File: src/rtl/norm_skew_array.sv
// norm_skew_array
//   Per-channel normalisation stage between the systolic matmul output and
//   the pool/activation stages. Each enabled lane computes
//     out = sat((x - mean) * inv_var >>> SHIFT)
//   on column-skewed input: lane i carries data i cycles after lane 0.
//   A start/done FSM latches the run parameters and counts rows that leave
//   the last lane.
//
// Ports
//   clk            rising-edge clock
//   resetn         asynchronous active-low reset
//   start          one-cycle start pulse, accepted in IDLE or DONE
//   enable_norm    1 = normalise, 0 = bypass (latched at start)
//   mean           signed mean (latched at start)
//   inv_var        unsigned inverse variance, SHIFT fractional bits (latched)
//   num_rows       rows expected on the last lane (latched at start)
//   validity_mask  per-lane normalise enable (latched at start)
//   in_valid       lane-0 data valid; lane i is valid i cycles later
//   inp_data       lane i at [i*DWIDTH +: DWIDTH]
//   out_data       results, same packing, held between valids
//   out_valid_vec  per-lane output valid, still skewed
//   busy           high while running
//   done           high once the expected rows have left the last lane
module norm_skew_array #(
  parameter int NUM_CH = 8,
  parameter int DWIDTH = 8,
  parameter int SHIFT  = 0,
  parameter int RWIDTH = 16
) (
  input  logic                       clk,
  input  logic                       resetn,
  input  logic                       start,
  input  logic                       enable_norm,
  input  logic signed [DWIDTH-1:0]   mean,
  input  logic [DWIDTH-1:0]          inv_var,
  input  logic [RWIDTH-1:0]          num_rows,
  input  logic [NUM_CH-1:0]          validity_mask,
  input  logic                       in_valid,
  input  logic [NUM_CH*DWIDTH-1:0]   inp_data,
  output logic [NUM_CH*DWIDTH-1:0]   out_data,
  output logic [NUM_CH-1:0]          out_valid_vec,
  output logic                       busy,
  output logic                       done
);

  localparam int PW = 2*DWIDTH + 2;
  localparam logic signed [PW-1:0] SAT_MAX = {{(PW-DWIDTH+1){1'b0}}, {(DWIDTH-1){1'b1}}};
  localparam logic signed [PW-1:0] SAT_MIN = {{(PW-DWIDTH+1){1'b1}}, {(DWIDTH-1){1'b0}}};

  typedef enum logic [1:0] {IDLE, RUN, DONE} state_t;

  state_t                   state;
  logic signed [DWIDTH-1:0] mean_q;
  logic [DWIDTH-1:0]        inv_var_q;
  logic [RWIDTH-1:0]        num_rows_q;
  logic [NUM_CH-1:0]        mask_q;
  logic                     en_q;
  logic [RWIDTH-1:0]        row_cnt;
  logic [RWIDTH:0]          cnt_inc;

  // v[0] is the gated input valid; v[i] (i>0) are registered copies of v[i-1].
  logic [NUM_CH-1:0]        v;
  logic [NUM_CH-1:0]        v_q;
  // Mirrors the lane-0 valid all the way to the last-lane output, but is
  // cleared on an accepted start so leftovers of a previous run never count.
  logic [NUM_CH:0]          tag_q;

  logic signed [DWIDTH:0]   d_p1 [NUM_CH];
  logic [NUM_CH-1:0]        vld_p1;
  logic [NUM_CH-1:0]        pass_p1;

  function automatic logic signed [DWIDTH:0] stage1(input logic [DWIDTH-1:0] x,
                                                    input logic signed [DWIDTH-1:0] m,
                                                    input logic pass);
    logic signed [DWIDTH:0] xe;
    logic signed [DWIDTH:0] me;
    xe = {x[DWIDTH-1], x};
    me = {m[DWIDTH-1], m};
    return pass ? xe : xe - me;
  endfunction

  function automatic logic [DWIDTH-1:0] scale_sat(input logic signed [DWIDTH:0] d,
                                                  input logic [DWIDTH-1:0] iv);
    logic signed [PW-1:0] de;
    logic signed [PW-1:0] ie;
    logic signed [PW-1:0] p;
    logic signed [PW-1:0] r;
    de = PW'(d);
    ie = PW'($signed({1'b0, iv}));
    p  = de * ie;
    r  = p >>> SHIFT;
    if (r > SAT_MAX)      return SAT_MAX[DWIDTH-1:0];
    else if (r < SAT_MIN) return SAT_MIN[DWIDTH-1:0];
    else                  return r[DWIDTH-1:0];
  endfunction

  always_comb begin
    v    = v_q;
    v[0] = in_valid && (state == RUN);
  end

  assign cnt_inc = {1'b0, row_cnt} + (RWIDTH+1)'(1);

  always_ff @(posedge clk or negedge resetn) begin
    if (!resetn) begin
      v_q <= '0;
    end else begin
      v_q[0] <= 1'b0;
      for (int i = 1; i < NUM_CH; i++) v_q[i] <= v[i-1];
    end
  end

  always_ff @(posedge clk or negedge resetn) begin
    if (!resetn) begin
      state      <= IDLE;
      mean_q     <= '0;
      inv_var_q  <= '0;
      num_rows_q <= '0;
      mask_q     <= '0;
      en_q       <= 1'b0;
      row_cnt    <= '0;
      tag_q      <= '0;
      busy       <= 1'b0;
      done       <= 1'b0;
    end else begin
      tag_q <= {tag_q[NUM_CH-1:0], v[0]};
      case (state)
        IDLE, DONE: begin
          if (start) begin
            mean_q     <= mean;
            inv_var_q  <= inv_var;
            num_rows_q <= num_rows;
            mask_q     <= validity_mask;
            en_q       <= enable_norm;
            row_cnt    <= '0;
            tag_q      <= '0;
            state      <= RUN;
            busy       <= 1'b1;
            done       <= 1'b0;
          end
        end
        RUN: begin
          if (num_rows_q == '0) begin
            state <= DONE;
            busy  <= 1'b0;
            done  <= 1'b1;
          end else if (tag_q[NUM_CH]) begin
            // cnt_inc[RWIDTH] set means the counter is already all-ones
            if (!cnt_inc[RWIDTH]) row_cnt <= cnt_inc[RWIDTH-1:0];
            if (cnt_inc == {1'b0, num_rows_q}) begin
              state <= DONE;
              busy  <= 1'b0;
              done  <= 1'b1;
            end
          end
        end
        default: begin
          state <= IDLE;
          busy  <= 1'b0;
          done  <= 1'b0;
        end
      endcase
    end
  end

  always_ff @(posedge clk or negedge resetn) begin
    if (!resetn) begin
      for (int i = 0; i < NUM_CH; i++) d_p1[i] <= '0;
      vld_p1        <= '0;
      pass_p1       <= '0;
      out_valid_vec <= '0;
      out_data      <= '0;
    end else begin
      // stage 1: centre the sample (or sign-extend it when passing through)
      vld_p1 <= v;
      for (int i = 0; i < NUM_CH; i++) begin
        if (v[i]) begin
          pass_p1[i] <= ~(en_q & mask_q[i]);
          d_p1[i]    <= stage1(inp_data[i*DWIDTH +: DWIDTH], mean_q, ~(en_q & mask_q[i]));
        end
      end
      // stage 2: scale, shift, saturate; lanes hold their value between valids
      out_valid_vec <= vld_p1;
      for (int i = 0; i < NUM_CH; i++) begin
        if (vld_p1[i]) begin
          out_data[i*DWIDTH +: DWIDTH] <= pass_p1[i] ? d_p1[i][DWIDTH-1:0]
                                                     : scale_sat(d_p1[i], inv_var_q);
        end
      end
    end
  end

endmodule

File: config.mk
export PLATFORM = sky130hd
export DESIGN_NAME = norm_skew_array
export DESIGN_NICKNAME = d
export VERILOG_FILES = /design/src/rtl/norm_skew_array.sv
export SDC_FILE = /design/constraint.sdc
export NUM_CORES = 2
export LEC_CHECK = 0
export CORE_MARGIN = 2
export CORE_UTILIZATION = 50
export DETAILED_ROUTE_END_ITERATION = 10
export PLACE_DENSITY_LB_ADDON = 0.2
export SYNTH_ARGS = -nofsm -noshare
export SYNTH_HDL_FRONTEND = slang
export SYNTH_SLANG_ARGS = --single-unit
export TNS_END_PERCENT = 5
File: constraint.sdc
create_clock -name clk -period 7.1 [get_ports clk]
set_clock_uncertainty 0.05 [all_clocks]
set_input_delay 1.065 -clock clk [delete_from_list [all_inputs] [get_ports clk]]
set_output_delay 1.065 -clock clk [all_outputs]
set_load 0.01 [all_outputs]
After elaboration in Yosys (flattened, before gate mapping)
Index checks and enable logic that the tools add are counted.

Flip-flop bits (word level): 237. Bits of input ports: 109. Output and inout bits: 74. Logic and storage cells: 157.

Add/sub/neg operators: 9. Multipliers: 8. Magnitude comparators: 16. Equal/unequal tests: 9. Multiplexer cells: 54. Bitwise operators: 16. Reductions and logical operators: 8.

Operators with widths (number): $mux 8 (24); $gt 18x8->1 const B (8); $lt 18x8->1 const B (8); $mul 9x9->18 (8); $mux 9 (10); $sub 8x8->9 (8); $mux 16 (4); $pmux 16 s2 (1); $add 16x1->17 const B (1); $eq 17x16->1 (1); $logic_not 16->1 (1); $and 1x1->1 (8); $mux 1 (8); $mux 2 (4); $ne 2x2->1 const B (4); $not 1->1 (8); $reduce_and 5->1 (1); $pmux 1 s2 (2); $pmux 2 s2 (1); $ne 3x1->1 const B (1); $ne 3x2->1 const B (1); $reduce_and 3->1 (1); $eq 2x1->1 const B (1); $eq 2x2->1 const B (1); other kinds (5) (5).

Longest topological paths before layout
Depth in word-level cells: 6. Gate-level depth with buffers: 23. Depth with buffers taken out: 20.

Least setup slack after synthesis
Ideal clock, no wire load.

Kind: register -> register. Start: register inv_var_q[0]. End: register out_data[32]. Library setup time: 0.146 ns. Data arrival time: 5.686 ns. Data required time: 6.904 ns. Path slack: 1.218 ns. Stages on the path, launching flop included: 21. Path buffers: 2. Period minus slack after synthesis: 5.882 ns. Cells stage by stage: dfrtp_1 -> clkbuf_1 -> buf_1 -> nand2_1 -> fa_1 -> inv_1 -> fa_1 -> inv_1 -> fa_1 -> fa_1 -> inv_1 -> ha_1 -> o21ai_0 -> a2111oi_0 -> a22oi_1 -> xnor2_1 -> or4_1 -> nor4_1 -> nand4_1 -> a21boi_2 -> a221oi_1.

Cells in the longest elaborated chain, start to end: 5. Elaborated cells between the ends (all ways): 6. Classes of those cells: mul: 1; order compare: 2; mux: 3.

Ends and longest elaborated chain: start, declared (line 54) `logic [DWIDTH-1:0] inv_var_q;`; start signal, assigned (line 131) `inv_var_q <= inv_var;`; $mul 9x9->18 * (line 90) `p = de * ie;`; $lt 18x8->1 (line 93) `else if (r < SAT_MIN) return SAT_MIN[DWIDTH-1:0];`; $mux 8 (line 93); $mux 8 * (line 92) `if (r > SAT_MAX) return SAT_MAX[DWIDTH-1:0];`; $mux 8 * (line 186) `out_data[i*DWIDTH +: DWIDTH] <= pass_p1[i] ? d_p1[i][DWIDTH-1:0]`; end signal, assigned by index (line 186); end, declared (line 40) `output logic [NUM_CH*DWIDTH-1:0] out_data,`.

Mark *: on every way between the ends. The rest lies on a longest branch, timed or not. A chain may end at the register's enable or synchronous reset.

Final worst setup path
Ends and elaborated chain as after synthesis.

==> run_results.csv <==
group,metric,value,unit
outcome,outcome,"finished clean",
clocking,postCtsSetupRepairBufs,0,
sta,final_max_slew_viol_count,0,
sta,clock.fmax,154.9,MHz
clocking,clockBufferDepth,3,
drt,wl,89.17,mm
clocking,cts-buffers-inserted,28,
drt,drt_iter0_drc,1488,
worst_setup_path,crit_path_start_kind,"flip-flop",
cells_and_area,areaGrowthSynthToFinish,10.25,%
yosys,yosysSeqAreaShare,15.52,%
yosys,synth_top_cells_by_count,"inv_1 (804), fa_1 (488), nand2_1 (451)",
placed_design,io_buffers,182,
clocking,clockRootBuffer,"clkbuf_16",
sta,period_minus_slack,6.456,ns
clocking,h-tree-depth,1,
floorplan,pin_count,183,
worst_setup_path,r2r_start,"inv_var_q[0]",
grt,grt_pass1_wl,147.2,mm
worst_setup_path,endpoint_kind,"flip-flop",
yosys,ys_types,89,
drt,ant_nets,0,
worst_setup_path,required,7.53,ns
floorplan,dieWidth,271.6,um
drt,wl_per_cell,17.20,um
yosys,synthArstFlopShare,100.0,%
worst_setup_path,crit_path_frequent_cell,"fa_1",
yosys,synth-edff-count,0,
yosys,ys_ff_latch,222,
yosys,synth_area_leader_cell,"fa_1",
floorplan,rows,98,
run,maxCapViolations,0,
sta,rsz0062_at_grt,"no",
clocking,path_clk_slew,0.07,ns
worst_setup_path,r2r-end,"out_data[32]",
floorplan,start_util,50.24,%
grt,overflow,0,
yosys,postSynthCellCount,4150,
yosys,synth_top_area_share,27.29,%
min_path,worst_hold_path_type,"in -> async",
yosys,synth_area,35790,um^2
sta,fin_crit_sh,90.93,%
floorplan,die_h,271.6,um
yosys,yosysMostFrequentCell,"inv_1",
worst_setup_path,r2r_slack,0.64,ns
sta,setup_viol,0,
placed_design,hpwlAfterDp,68.68,mm
yosys,synth_warnings,0,
cells_and_area,drive_above_1_share,4.537,%
yosys,synth_ff_type,"dfrtp_1",
yosys,synth.area.top_cells,"fa_1 (27%), dfrtp_1 (16%), ha_1 (12%)",
drt,drc,0,
worst_setup_path,crit_chain,"nand2_1 > fa_1 > inv_1 > fa_1 > inv_1 > fa_1 > fa_1 > inv_1 > ha_1 > o21ai_0 > a2111oi_0 > a22oi_1 > xnor2_1 > or4_1 > nor4_1 > nand4_1 > a21boi_2 > a221oi_1",
cells_and_area,final_nets,5160,
drt,via_per_inst,5.285,
sta,final_hold_viol_count,0,
worst_setup_path,crit_arrival,6.88,ns
clocking,cts_resized,0,
clocking,insertion_delay,0.63,ns
clocking,cts_tree,"done",
worst_setup_path,cp.depth,18,
grt,grt_start_max_net_pins,148,
worst_setup_path,cpPeakStageDelay,0.79,ns
floorplan,die_area,73740,um^2
floorplan,core_region_area,71240,um^2
clocking,clock_sinks,222,
sta,relSlewSlack,18.77,%
grt,track_usage,24.78,%
cells_and_area,postLayoutCoreUtil,55.40,%
sta,worst_slew_pin_slew,1.217,ns
placed_design,gp_congestion,0.8528,
clocking,cts_hold_buffers,0,
drt,drt_pass1_iterations,6,
grt,antenna_found_initial,4,
worst_setup_path,crit_type,"reg -> reg",
drt,vias,27400,
worst_setup_path,cp_slowest_cell,"dfrtp_2",
worst_setup_path,rr_worst_depth,18,
worst_setup_path,endpoint,"out_data[32]",
yosys,syn_nets,5100,
worst_setup_path,crit_path_start,"inv_var_q[0]",
grt,grt_pass1_vias,27790,
worst_setup_path,crit_fanout,26,
worst_setup_path,cp.buffers_inverters,3,
yosys,syn_avg_cell_area,8.625,um^2
worst_setup_path,critical-path-top-delay-family,"adder cells",
sta,fin_tns_setup,0,ns
[worst min path at each step]
| stage | startpoint | end | slack, ns | cells after the start |
|---|---|---|---|---|
| 2_1_floorplan | vld_p1[0] | vld_p1[1] | 0.30 | 0 |
| 3_3_place_gp | tag_q[0] | tag_q[1] | 0.40 | 1 |
| 3_5_place_dp | tag_q[0] | tag_q[1] | 0.40 | 1 |
| 4_1_cts | resetn | out_data[15] | 0.39 | 1 |
| 5_1_grt | resetn | out_data[15] | 0.42 | 1 |
| 6_report | resetn | out_data[15] | 0.37 | 1 |
[state kept, by name (all words and copies together), names as in the netlist]
| signal | flops |
|---|---|
| row_cnt | 16 |
| tag_q | 9 |
| out_valid_vec | 2 |
| en_q | 1 |
| out_data | 64 |
| busy | 1 |
| done | 1 |
| pass_p1 | 8 |
| state | 1 |
| num_rows_q | 16 |
| mean_q | 8 |
| vld_p1 | 7 |
| d_p1 | 72 |
| inv_var_q | 8 |
| mask_q | 8 |
[cell families after synthesis]
family	after synthesis	synth area share (%)
AOI/OAI and AO/OA	611	10.46
xor gates and xnor gates	168	4.188
adders and majority gates	841	39.63
buffers and inverters	997	10.56
DFF	222	15.52
muxes	70	2.178
and+or+nand+nor	1241	17.46
[routing by layer]
metal / global-route usage (%) / wire length, um
met3: 4.441 / 5839
met5: 0 / 0
met2: 39.12 / 40020
met1: 35.87 / 41820
met4: 4.829 / 1484
[cells in the final DEF (no fill, tap or decap), types with 163 or more instances in the layout]
cell type	n
clkdlybuf4s50_1	181
ha_1	353
nor2_1	163
and2_1	313
o21ai_0	172
inv_1	804
a21oi_1	201
fa_1	488
nand2_1	451
dfrtp_1	214
[worst reg2reg max path: cells and delay by family (launching register included)]
family	cells	cell delay [ns]
adder cells (fa/ha/maj)	5	2.62
flip-flops	1	0.79
XOR/XNOR	1	0.15
AO/OA/AOI/OAI	5	1.18
buffers and inverters	3	0.25
AND/OR/NAND/NOR	4	1.25
[layout make-up]
type / count / area, um^2
Multi-Input combinational cell: 2931 / 26470
Clock buffer: 32 / 735.7
Inverter: 804 / 3018
Timing Repair Buffer: 223 / 2197
Clock inverter: 20 / 286.5
Sequential cell: 222 / 5565
Fill cell: 6507 / 31780
Tap cell: 950 / 1189
Antenna cell: 2 / 5.005
[through the flow]
step	hold slack, ns	worst slack [ns]	instance area, um^2	cells
after CTS	0.3944	0.7101	39460	5182
final	0.3697	0.6439	39460	5184
after global routing	0.4171	0.1892	39460	5182
after detailed placement	0.4014	0.7525	38440	5130
after floorplan	0.3019	1.218	35790	4150
after global placement	0.3964	0.8776	38440	5130
Power is left out: the tool's default activity adds up to more than one toggle a clock period on the data nets, which glitch-free logic cannot reach.
